--- src/rtl/mem_bus_responder.sv ---
// mem_bus_responder: memory-side responder for CPU control-word requests.
// Applies per-region wait states, stalls the CPU while busy, drives a
// synchronous backing store and returns size-aligned read data.
module mem_bus_responder #(
  parameter int unsigned BIOS_WAIT  = 0,
  parameter int unsigned EWRAM_WAIT = 2,
  parameter int unsigned ROM_N_WAIT = 4,
  parameter int unsigned ROM_S_WAIT = 2
) (
  input  logic        clk,
  input  logic        rst_n,
  input  logic        req_read_en,
  input  logic        req_write_en,
  input  logic [31:0] req_addr,
  input  logic [31:0] req_wdata,
  input  logic [1:0]  req_size,
  input  logic        req_seq,
  output logic        cpu_wait,
  output logic        rsp_valid,
  output logic [31:0] rsp_rdata,
  output logic        mem_en,
  output logic        mem_we,
  output logic [31:0] mem_addr,
  output logic [3:0]  mem_be,
  output logic [31:0] mem_wdata,
  input  logic [31:0] mem_rdata
);

  // Counter only ever holds W-1, so it is sized from the largest wait value.
  localparam int unsigned MAXW_A = (BIOS_WAIT > EWRAM_WAIT) ? BIOS_WAIT : EWRAM_WAIT;
  localparam int unsigned MAXW_B = (ROM_N_WAIT > ROM_S_WAIT) ? ROM_N_WAIT : ROM_S_WAIT;
  localparam int unsigned MAXW   = (MAXW_A > MAXW_B) ? MAXW_A : MAXW_B;
  localparam int unsigned CW     = (MAXW < 2) ? 1 : $clog2(MAXW);

  typedef enum logic [1:0] {
    S_IDLE   = 2'd0,
    S_WAIT   = 2'd1,
    S_ACCESS = 2'd2,
    S_RESP   = 2'd3
  } state_t;

  state_t        r_state;
  state_t        w_next;
  logic [CW-1:0] r_cnt;
  logic [31:0]   r_addr;
  logic [1:0]    r_size;
  logic          r_wr;
  logic          r_mapped;
  logic [3:0]    r_be;
  logic [31:0]   r_wdata;
  logic [31:0]   r_rdata;

  logic          w_req;
  logic [31:0]   w_wait;
  logic          w_mapped;
  logic [3:0]    w_be;
  logic [31:0]   w_wdata;
  logic [31:0]   w_fmt;
  logic          w_rd_upd;

  assign w_req = req_read_en | req_write_en;

  // Region decode on address bits [27:24] gives the wait count and mapping.
  always_comb begin
    w_wait   = 32'd0;
    w_mapped = 1'b1;
    case (req_addr[27:24])
      4'h0:                      w_wait = BIOS_WAIT;
      4'h2:                      w_wait = EWRAM_WAIT;
      4'h3, 4'h4:                w_wait = 32'd0;
      4'h8, 4'h9, 4'hA, 4'hB,
      4'hC, 4'hD:                w_wait = req_seq ? ROM_S_WAIT : ROM_N_WAIT;
      default:                   w_mapped = 1'b0;
    endcase
  end

  // Byte-lane enables and lane-replicated write data, computed at accept time.
  always_comb begin
    w_be    = 4'hF;
    w_wdata = req_wdata;
    case (req_size)
      2'd0: begin
        w_be    = 4'b0001 << req_addr[1:0];
        w_wdata = {4{req_wdata[7:0]}};
      end
      2'd1: begin
        w_be    = 4'b0011 << {req_addr[1], 1'b0};
        w_wdata = {2{req_wdata[15:0]}};
      end
      default: begin
        w_be    = 4'hF;
        w_wdata = req_wdata;
      end
    endcase
  end

  // Read formatting: zero-extended lane/half, or ARM rotate for words.
  always_comb begin
    w_fmt = mem_rdata;
    case (r_size)
      2'd0: begin
        case (r_addr[1:0])
          2'd0:    w_fmt = {24'd0, mem_rdata[7:0]};
          2'd1:    w_fmt = {24'd0, mem_rdata[15:8]};
          2'd2:    w_fmt = {24'd0, mem_rdata[23:16]};
          default: w_fmt = {24'd0, mem_rdata[31:24]};
        endcase
      end
      2'd1: w_fmt = r_addr[1] ? {16'd0, mem_rdata[31:16]} : {16'd0, mem_rdata[15:0]};
      default: begin
        case (r_addr[1:0])
          2'd0:    w_fmt = mem_rdata;
          2'd1:    w_fmt = {mem_rdata[7:0],  mem_rdata[31:8]};
          2'd2:    w_fmt = {mem_rdata[15:0], mem_rdata[31:16]};
          default: w_fmt = {mem_rdata[23:0], mem_rdata[31:24]};
        endcase
      end
    endcase
  end

  // Only mapped reads refresh the result; writes and open-bus reads hold it.
  assign w_rd_upd = (r_state == S_RESP) && !r_wr && r_mapped;

  // State register, wait counter and request latch.
  always_ff @(posedge clk or negedge rst_n) begin
    if (!rst_n) begin
      r_state  <= S_IDLE;
      r_cnt    <= '0;
      r_addr   <= '0;
      r_size   <= '0;
      r_wr     <= 1'b0;
      r_mapped <= 1'b0;
      r_be     <= '0;
      r_wdata  <= '0;
      r_rdata  <= '0;
    end else begin
      r_state <= w_next;
      if (r_state == S_IDLE && w_req) begin
        r_addr   <= req_addr;
        r_size   <= req_size;
        r_wr     <= req_write_en;
        r_mapped <= w_mapped;
        r_be     <= w_be;
        r_wdata  <= w_wdata;
        if (w_wait != 32'd0) r_cnt <= CW'(w_wait - 32'd1);
      end else if (r_state == S_WAIT && r_cnt != '0) begin
        r_cnt <= r_cnt - 1'b1;
      end
      if (w_rd_upd) r_rdata <= w_fmt;
    end
  end

  // Next-state logic and bus outputs.
  always_comb begin
    w_next    = r_state;
    cpu_wait  = 1'b0;
    rsp_valid = 1'b0;
    mem_en    = 1'b0;
    mem_we    = 1'b0;
    mem_be    = 4'h0;
    case (r_state)
      S_IDLE: begin
        if (w_req) begin
          cpu_wait = 1'b1;
          w_next   = (w_wait != 32'd0) ? S_WAIT : S_ACCESS;
        end
      end
      S_WAIT: begin
        cpu_wait = 1'b1;
        if (r_cnt == '0) w_next = S_ACCESS;
      end
      S_ACCESS: begin
        cpu_wait = 1'b1;
        mem_en   = r_mapped;
        mem_we   = r_mapped & r_wr;
        mem_be   = r_mapped ? r_be : 4'h0;
        w_next   = S_RESP;
      end
      default: begin
        rsp_valid = 1'b1;
        w_next    = S_IDLE;
      end
    endcase
    // Keep the stall low while reset is held even if a request is present.
    if (!rst_n) cpu_wait = 1'b0;
  end

  assign mem_addr  = {r_addr[31:2], 2'b00};
  assign mem_wdata = r_wdata;
  // Result is live in RESP so the CPU can take it at that edge, held after.
  assign rsp_rdata = w_rd_upd ? w_fmt : r_rdata;

endmodule

--- config.mk ---
export PLATFORM = sky130hd
export DESIGN_NAME = mem_bus_responder
export DESIGN_NICKNAME = d
export VERILOG_FILES = /design/src/rtl/mem_bus_responder.sv
export SDC_FILE = /design/constraint.sdc
export NUM_CORES = 1
export LEC_CHECK = 0
export ABC_AREA = 0
export CAP_MARGIN = 20
export CELL_PAD_IN_SITES_DETAIL_PLACEMENT = 2
export CELL_PAD_IN_SITES_GLOBAL_PLACEMENT = 2
export CORE_AREA = 3 3 146 148
export DETAILED_ROUTE_END_ITERATION = 7
export DIE_AREA = 0 0 149 151
export HOLD_SLACK_MARGIN = 0.03
export PLACE_DENSITY = 0.82
export SLEW_MARGIN = 40
export SYNTH_ARGS = -nofsm -noshare
export SYNTH_HDL_FRONTEND = slang
export SYNTH_SLANG_ARGS = --single-unit
--- constraint.sdc ---
create_clock -name clk -period 2.09 [get_ports clk]
set_clock_uncertainty 0.2 [all_clocks]
set_input_delay 0.418 -clock clk [delete_from_list [all_inputs] [get_ports clk]]
set_output_delay 0.418 -clock clk [all_outputs]
set_load 0.005 [all_outputs]
==> results of run 1 <==
## cell type report
cell class                 count  area (sq um)
clock buffer                   9           225
clock inverter                 7          65.1
fill                        1951          9700
inverter                       6          25.0
multi-input combinational    308          3140
sequential                   108          2710
tap                          270           338
timing repair buffer         377          3970
## cell usage after synthesis
cell type / count / share of area (%)
a2111oi_0: 1 / 0.16
nand2_1: 59 / 3.9
o21ai_2: 1 / 0.16
nor3_1: 1 / 0.089
o31ai_2: 1 / 0.22
a21oi_1: 16 / 1.4
a22o_1: 16 / 2.5
and2_1: 1 / 0.11
buf_8: 1 / 0.27
clkbuf_1: 7 / 0.47
buf_2: 7 / 0.62
and3_1: 5 / 0.56
buf_6: 3 / 0.60
mux2i_1: 49 / 8.7
mux2_1: 2 / 0.40
buf_12: 1 / 0.36
nand3b_1: 1 / 0.13
mux2_2: 46 / 9.2
nand3_1: 2 / 0.18
nor2b_1: 4 / 0.44
nor3b_1: 1 / 0.13
ha_1: 5 / 1.1
or2_2: 2 / 0.22
a31oi_1: 1 / 0.11
nand2b_1: 2 / 0.22
conb_1: 1 / 0.067
mux4_2: 15 / 6.0
nor2_2: 2 / 0.22
mux4_1: 1 / 0.47
dfrtp_1: 108 / 48
a31o_1: 1 / 0.16
o31ai_1: 2 / 0.27
o21ai_1: 16 / 1.4
inv_1: 6 / 0.40
o22a_1: 8 / 1.2
nor2_1: 9 / 0.60
o22ai_1: 1 / 0.11
o21ai_0: 33 / 2.9
o21a_1: 1 / 0.13
nand2_2: 1 / 0.11
buf_4: 41 / 5.5
## power breakdown
| part | total (W) | internal (W) | switching (W) | leakage [nW] |
|---|---|---|---|---|
| clock | 0.00182 | 0.000847 | 0.000971 | 0.141 |
| sequential | 0.00395 | 0.00313 | 0.000823 | 1.31 |
| combinational | 0.0114 | 0.00650 | 0.00490 | 3.23 |
## what timing repair did
action / CTS / global route
pin swaps: 36 / 67
setup endpoints to repair: 101 / 122
hold buffers: 1 / 0
resized for setup: 261 / 192
endpoints found under the hold margin: 108 / 0
gates cloned: 9 / 16
setup buffers: 62 / 45
## worst register-to-register path: cells and delay by family (launching register included)
family                   cells  cell delay [ps]
buffers and inverters       11             1270
AO/OA/AOI/OAI                1               90
adder cells (fa/ha/maj)      1              160
flip-flops                   1              420
multiplexers                 1              320
## cells by family (layout without fill, tap and decap cells)
logic type                 count (synthesis)  in the layout  share of synthesized area, %
muxes                                    113            113                          24.8
DFF                                      108            108                          48.0
AOI/OAI and AO/OA                         98             98                          10.8
and+or+nand+nor                           90             90                          6.96
buffers and inverters                     66            399                          8.19
adders and majority gates                  5              5                          1.11
other                                      1              2                        0.0667
## final timing paths
path | start | end | slack, ps | cells past startpoint
worst max-delay path | r_addr[1] | rsp_rdata[5] | -650 | 7
worst min register to register | mem_wdata[10] | mem_wdata[10] | 300 | 2
worst max register to register | r_state[0] | r_addr[25] | -480 | 14
max in group asynchronous | rst_n | r_addr[0] | 680 | 3
min in group asynchronous | rst_n | r_addr[17] | 460 | 3
worst min-delay path | mem_wdata[10] | mem_wdata[10] | 300 | 2
## flip-flops by register name, indices dropped and copies added, names as in the netlist
signal,flops
r_be,4
r_cnt,2
r_addr,32
r_state,2
r_mapped,1
r_size,2
r_rdata,32
r_wr,1
mem_wdata,32
## stage by stage
step | utilization [%] | hold slack (ps)
after detailed placement | 40.2 | 278
after floorplan | - | -77.6
after global placement | 40.2 | 261
after CTS | 46.2 | 283
final | 51.9 | 297
after global routing | 51.9 | 324
## layer usage
metal	global-route usage, %	vias up
li1	-	2353
met1	24.7	2915
met2	42.6	233
met3	6.01	59
met4	7.87	0
met5	0	-
## layout by cell type (no fill, tap or decap), types with 2 or more instances in the layout
master,netlist,layout
nor2b_1,4,2
buf_4,41,82
o21ai_1,16,6
mux2i_2,0,7
inv_1,6,3
o21ai_4,0,12
clkdlybuf4s50_1,0,163
buf_12,1,15
nand2_4,0,16
mux4_2,15,16
clkbuf_16,0,20
o21ai_0,33,6
mux2_2,46,37
nor2_1,9,9
o31ai_4,0,3
nand2_1,59,36
and3_4,0,4
a21oi_2,0,2
o21ai_2,1,26
buf_16,0,6
inv_6,0,3
a21oi_1,16,13
dfrtp_1,108,106
a22o_4,0,5
inv_2,0,2
conb_1,1,2
ha_4,0,3
mux2_4,0,11
inv_8,0,2
buf_8,1,8
a22o_1,16,11
dfrtp_2,0,2
buf_2,7,27
buf_6,3,64
nand2_2,1,8
mux2i_1,49,41
o22a_1,8,8
==> impl_metrics.toml, run 1 <==
[run_status]
outcome = "complete, but fails checks"
failing_checks = "negative setup slack"

[logic_synthesis]
postSynthCellCount = 481
synthesized_area_per_cell_sq_um = 11.7
yosysWarningCount = 0
synth.cell_area_sq_mm = 0.00563
synth_seq_area_share_pct = 48.0
synth_cell_types = 41
synth_seq_cells = 108

[floorplan]
die-height_microns = 151
coreArea_sq_mm = 0.0202
std_cell_rows = 52
chipWidth_microns = 149
die_area_sq_mm = 0.0225
num_io_pins = 207
initial_utilization_pct = 27.9

[cells_and_area]
num_antenna_cells = 0
layout.cell_area.non_filler_sq_mm = 0.0105
area_growth_pct = 86.1
layout-drive-gt1-share_pct = 49.1
count_of_non_filler_cells_in_the_finished_layout = 1085
layout.nets = 918

[sta]
timing.final.max_slew_violations = 0
period_minus_slack_ps = 2740
setup_viol_count_final = 116
fin_ws_ps = -646
final_hold_viol_count = 0
maxSlewHeadroom_pct = 55.8
grt_setup_unrepaired = "yes"
final.period_utilization_pct = 131
fmax_ghz = 0.366
finalSetupTns_ps = -41300
max_slew.worst_pin.slew_ps = 662

[worst_setup_path]
path_max_fanout = 7
critical_path.n_buffers_inverters = 4
crit_path_frequent_cell = "buf_6"
timing.critical_path.max_delay_family = "buffers and inverters"
crit_arrival_ps = 2120
critical_path_required_ps = 1470
slowest_stage_delay_cp_ps = 500
critical_path.startpoint_type = "flop"
critical_path_sink_type = "primary output"
crit_slowest_cell = "dfrtp_2"
timing.critical_path.cells = "buf_6 > buf_16 > buf_6 > mux2i_2 > mux2_4 > o21ai_2 > buf_2"
worst-setup-path-type = "reg2out"

[pwr]
total_leakage_power_nw = 4.68
power.density_cell_area_mw_per_mm2 = 1640
post-layout-total-power_w = 0.0172
peakVddDrop_mv = 0.559

[detailed_routing]
viasPerCell = 5.12
top_routing_layer_used = "met4"
drtAntennaViolNets = 0
totalWireLength_microns = 32200
route.met2.wl_microns = 17400
drt_iter0_markers = 178
dr_wl_met3_microns = 1690
drc = 0
routed_wire_length_per_instance_microns = 29.6
met1_length_microns = 12000
dr.pass1.iters = 4
vias = 5560

[grt]
grt_pass1_wl_microns = 38500
largest_net_degree_at_the_start_of_global_routing = 109
antenna_found_initial = 0
first_global_vias = 6009
grt_overflow = 0
groute.usage.overall_pct = 22.7

[place]
detailedPlacementHpwl_microns = 15000
routability_driven_placement_congestion_ratio = 0.791
buffer_ports.inserted = 204
postPlaceCellArea_sq_mm = 0.00811
numPlacedInstances = 955
pre_cts_ws_ps = -744

[clock_network]
number_of_levels_in_the_clock_h_tree = 3
cts.sink_count = 108
clock_insertion_delay_worst_skew_ps = 370
cts-root-to-sink-buffers = 2
clk_pin_slew_worst_paths_ps = 90
root_buf_cell = "clkbuf_16"
clock_tree_from_tritoncts = "done"
cts_buffers = 9

[worst_hold_path]
min-delay-path-class = "reg2reg"

[job]
drv.max_cap_violation_count = 0
Power figures use the tool's default switching activity.
==> run 2, diff against run 1 <==
- SETUP_SLACK_MARGIN: not set -> 0.02
- clock period: 2.09 -> 2.7 ns (I/O delays scaled with it)
==> run 2 against run 1 <==
  * The run still ends with negative setup slack left
  * Sequential power shrank 27%
  * Critical path type unchanged
  * First-iteration DRC count grew 3.4%
  * Routed wire length shrank 25%
  * Die area is the same
  * Via count shrank 9.9%
  * Largest power group unchanged
  * Clock-buffer cell count is the same
  * Sequential share of layout area grew 4.1 points
  * Total power shrank 38%
  * Highest routed layer unchanged
  * Critical path depth is the same
  * Global-route usage shrank 3.3 points
==> impl_metrics.toml, run 2 (synthesis results as in run 1) <==
[run_status]
outcome = "complete, but fails checks"
failing_checks = "negative setup slack"

[detailed_routing]
drt_iter0_markers = 184
routed_wire_length_per_instance_microns = 23.4
drtAntennaViolNets = 0
totalWireLength_microns = 24000
viasPerCell = 4.88
dr.pass1.iters = 4
drc = 0
vias = 5008

[clock_network]
root_buf_cell = "clkbuf_16"
cts-hold-fix-buffers = 0
clk_pin_slew_worst_paths_ps = 90
cts-root-to-sink-buffers = 2
cts.sink_count = 108
number_of_levels_in_the_clock_h_tree = 3
clock_insertion_delay_worst_skew_ps = 360
clock_tree_from_tritoncts = "done"
cts_buffers = 9

[floorplan]
die-height_microns = 151
coreArea_sq_mm = 0.0202
chipWidth_microns = 149
initial_utilization_pct = 27.9
std_cell_rows = 52
num_io_pins = 207
die_area_sq_mm = 0.0225

[cells_and_area]
count_of_non_filler_cells_in_the_finished_layout = 1027
final_core_util_pct = 44.8
num_antenna_cells = 0
layout-drive-gt1-share_pct = 35.8
fillerInstances = 2075
final_common_cell = "clkdlybuf4s50_1"
leading_cell_types_in_the_layout_fill_and_taps_excluded = "clkdlybuf4s50_1 (150), dfrtp_1 (105), buf_4 (88)"
area_growth_pct = 60.7
layout.nets = 860

[place]
detailedPlacementHpwl_microns = 14700
routability_driven_placement_congestion_ratio = 0.788
numPlacedInstances = 937
buffer_ports.inserted = 204

[sta]
timing.final.max_slew_violations = 0
fmax_ghz = 0.360
final.period_utilization_pct = 103
fin_ws_ps = -74.8
final_hold_viol_count = 0
finalSetupTns_ps = -340
max_slew.worst_pin.slew_ps = 642
setup_viol_count_final = 8
grt_setup_unrepaired = "yes"
maxSlewHeadroom_pct = 56.1
period_minus_slack_ps = 2770

[pwr]
total_leakage_power_nw = 4.08
peakVddDrop_mv = 0.368
power.density_cell_area_mw_per_mm2 = 1170

[grt]
antenna_found_initial = 0
groute.usage.overall_pct = 19.5
grt_pass1_wl_microns = 34000
largest_net_degree_at_the_start_of_global_routing = 85
grt_overflow = 0
first_global_vias = 5777

[worst_setup_path]
startpoint = "r_addr[1]"
worst-setup-path-type = "reg2out"
critical_path.endpoint = "rsp_rdata[8]"
critical_path_sink_type = "primary output"
critical_path_required_ps = 1960
start_of_the_worst_register_to_register_path = "r_addr[0]"
path_max_fanout = 7
reg2reg_depth = 12
critical_path.startpoint_type = "flop"
minimum_setup_slack_among_reg_to_reg_paths_ps = 100
crit_arrival_ps = 2030
worst_r2r_endpoint = "r_rdata[2]"

[job]
drv.max_cap_violation_count = 0

[worst_hold_path]
min-delay-path-class = "in2async"
==> run 2: cell count changes in the layout (fill, tap and decap cells not counted), moves of 8 or more <==
| cell | before | now |
|---|---|---|
| o21ai_4 | 12 | 4 |
| nand2_2 | 8 | 0 |
| nand2_1 | 36 | 59 |
| o21ai_2 | 26 | 12 |
| clkdlybuf4s50_1 | 163 | 150 |
| clkbuf_16 | 20 | 11 |
| buf_8 | 8 | 0 |
| dlygate4sd2_1 | 0 | 17 |
| buf_6 | 64 | 17 |
| o21ai_0 | 6 | 33 |
| nand2_4 | 16 | 1 |
==> run 2: repair_timing <==
item | CTS | global route
resized for setup | 176 | 51
endpoints found under the hold margin | 0 | 0
buffers inserted | 54 | 23
pin swaps | 24 | 21
endpoints found under the setup margin | 37 | 37
cloned | 3 | 2
==> run 2: worst min path at each step <==
stage,startpoint,to,cells after the start
finish,rst_n,r_addr[22],2
global route,rst_n,r_addr[18],2
CTS,rst_n,r_addr[22],2
detailed placement,mem_wdata[12],mem_wdata[12],2
global placement,mem_wdata[13],mem_wdata[13],2
floorplan,rst_n,mem_wdata[0],0
==> run 2: area by class of cell <==
| class | count | area, sq um | area share [%] |
|---|---|---|---|
| well taps | 270 | 338 | 3.74 |
| clock inverters | 7 | 61.3 | 0.678 |
| multi-input cells | 308 | 2700 | 29.9 |
| inverters | 6 | 28.8 | 0.318 |
| repair buffers | 319 | 2980 | 32.9 |
| flip-flops and latches | 108 | 2710 | 29.9 |
| clock buffers | 9 | 225 | 2.49 |
==> run 2: critical path, cell delays in order (launching register included) <==
cell and delay (ps):
dfrtp_2 490, buf_12 150, buf_12 120, buf_12 140, mux2i_1 160, o22a_1 260
o21ai_2 180, buf_2 170
==> run 2: power breakdown <==
group | internal, W | switching (W) | total, W
Sequential | 0.00242 | 0.000465 | 0.00289
Combinational | 0.00366 | 0.00274 | 0.00639
Clock | 0.000643 | 0.000689 | 0.00133
Total | 0.00672 | 0.00389 | 0.0106
==> run 2: stage by stage <==
stage | instance area (sq um) | hold WS (ps) | total power (W) | setup WS [ps]
final | 9040 | 85.5 | 0.0106 | -74.8
after global placement | 7970 | 263 | 0.00763 | -246
after floorplan | 5630 | 44.4 | 0.00542 | 589
after CTS | 8800 | 110 | 0.0101 | -91.8
after detailed placement | 7980 | 278 | 0.00795 | -322
after global routing | 9040 | 137 | 0.0113 | -134
==> run 2: metal layers <==
metal	vias up	GRT usage (%)	part of all wire, %
met3	31	4.97	5.8
met1	2582	22.1	39
li1	2220	-	-
met4	0	4.16	2.0
met5	-	0	0
met2	175	36.8	53
==> run 3, diff against run 2 <==
- SKIP_LAST_GASP: not set -> 1
==> run 3 against run 2 <==
  * The flow still finishes with violations (negative setup slack)
  * Combinational power shrank 0.6%
  * Sequential share of layout area grew 0.091 points
  * Setup slack lost 23 ps
  * Non-clock buffer count grew 1
  * First-iteration DRC count grew 4.3%
  * Clock power is essentially flat
  * Total power shrank 0.22%
  * Critical path depth shrank 1
  * Sequential power is essentially flat
  * Critical path type unchanged
==> impl_metrics.toml, run 3 (synthesis results as in run 1) <==
[run_status]
outcome = "complete, but fails checks"
failing_checks = "negative setup slack"

[detailed_routing]
viasPerCell = 4.86
drc = 0
dr.pass1.iters = 4
vias = 4992
totalWireLength_microns = 23900
drtAntennaViolNets = 0
routed_wire_length_per_instance_microns = 23.3
drt_iter0_markers = 192

[pwr]
internal_power_w = 0.00670
power.share.sequential_pct = 27.3
power.clock.fraction_pct = 12.7
total_leakage_power_nw = 4.08
power.density_cell_area_mw_per_mm2 = 1170
post-layout-total-power_w = 0.0106
comb_power_share_pct = 60.0
p_sw_share_pct = 36.7
peakVddDrop_mv = 0.394
net-switching-power_w = 0.00389

[floorplan]
initial_utilization_pct = 27.9
chipWidth_microns = 149
std_cell_rows = 52
num_io_pins = 207
die_area_sq_mm = 0.0225
die-height_microns = 151
coreArea_sq_mm = 0.0202

[worst_setup_path]
timing.critical_path.max_delay_family = "multiplexers"
crit_arrival_ps = 2060
critical_path_required_ps = 1960
path_max_fanout = 4
crit_path_frequent_cell = "buf_6"
timing.critical_path.cells = "buf_4 > buf_6 > buf_6 > mux4_2 > a22o_1 > buf_2"
critical_path_sink_type = "primary output"
crit_slowest_cell = "mux4_2"
slowest_stage_delay_cp_ps = 520
critical_path.n_buffers_inverters = 4
worst-setup-path-type = "reg2out"
critical_path.startpoint_type = "flop"

[cells_and_area]
num_antenna_cells = 0
final_common_cell = "clkdlybuf4s50_1"
fillerInstances = 2070
layout.cell_area.non_filler_sq_mm = 0.00901
layout-drive-gt1-share_pct = 35.8
leading_cell_types_in_the_layout_fill_and_taps_excluded = "clkdlybuf4s50_1 (151), dfrtp_1 (105), buf_4 (91)"
layout.nets = 861
final_core_util_pct = 44.7
area_growth_pct = 60.2

[clock_network]
number_of_levels_in_the_clock_h_tree = 3
clk_pin_slew_worst_paths_ps = 90
root_buf_cell = "clkbuf_16"
cts_buffers = 9
cts.sink_count = 108
clock_insertion_delay_worst_skew_ps = 360
cts-hold-fix-buffers = 0
cts-root-to-sink-buffers = 2
clock_tree_from_tritoncts = "done"

[sta]
period_minus_slack_ps = 2800
finalSetupTns_ps = -556
fmax_ghz = 0.357
fin_ws_ps = -98.2
final.hold.worst_slack_ps = 92.0
maxSlewHeadroom_pct = 56.7
final.period_utilization_pct = 104
grt_setup_unrepaired = "yes"
setup_viol_count_final = 11
final_hold_viol_count = 0
timing.final.max_slew_violations = 0
max_slew.worst_pin.slew_ps = 650

[place]
postPlaceCellArea_sq_mm = 0.00798
buffer_ports.inserted = 204
routability_driven_placement_congestion_ratio = 0.788
detailedPlacementHpwl_microns = 14700

[grt]
groute.usage.overall_pct = 19.8
grt_pass1_wl_microns = 34400
antenna_found_initial = 0
largest_net_degree_at_the_start_of_global_routing = 85
first_global_vias = 5725
grt_overflow = 0

[job]
drv.max_cap_violation_count = 0

[worst_hold_path]
min-delay-path-class = "in2async"
[run 3: metal layers]
metal / share of wire, % / vias to the layer above / routed length (microns) / GRT usage (%)
li1: - / 2230 / - / -
met1: 39 / 2567 / 9360 / 23.2
met2: 53 / 166 / 12700 / 36.2
met3: 5.9 / 29 / 1400 / 4.52
met4: 1.8 / 0 / 423 / 5.58
met5: 0 / - / 0 / 0
[run 3: area by class of cell]
class | count | area (sq um) | area share, %
Multi-Input combinational cell | 308 | 2710 | 30.0
Inverter | 6 | 28.8 | 0.319
Tap cell | 270 | 338 | 3.75
Clock inverter | 7 | 61.3 | 0.680
Clock buffer | 9 | 225 | 2.50
Sequential cell | 108 | 2710 | 30.0
Timing Repair Buffer | 320 | 2950 | 32.7
[run 3: repair_timing]
action,CTS,global route
resized for setup,157,62
buffers inserted,54,26
cloned,3,1
setup endpoints to repair,37,39
pin swaps,19,30
[run 3: power by group through the flow]
stage	logic (W)	registers (W)	clock network, W
global route	0.00680	0.00298	0.00145
floorplan	0.00266	0.00276	0
CTS	0.00582	0.00286	0.00136
global placement	0.00482	0.00281	0
detailed placement	0.00507	0.00288	0
finish	0.00635	0.00289	0.00135
[run 3: stage by stage]
step / instances / setup WS, ps
4_1_cts: 1010 / -172
3_5_place_dp: 937 / -322
5_1_grt: 1028 / -155
2_1_floorplan: 482 / 589
3_3_place_gp: 937 / -246
6_report: 1028 / -98.2
[run 3: worst paths after layout]
check	endpoint	slack, ps	startpoint	cells after the start
hold / removal	r_addr[18]	90	rst_n	2
setup reg to reg	r_rdata[2]	100	r_addr[0]	12
setup / recovery	rsp_rdata[25]	-100	r_addr[0]	6
hold reg to reg	mem_wdata[12]	290	mem_wdata[12]	2
min in group clk	mem_wdata[12]	290	mem_wdata[12]	2
max in group asynchronous	mem_wdata[2]	1110	rst_n	3
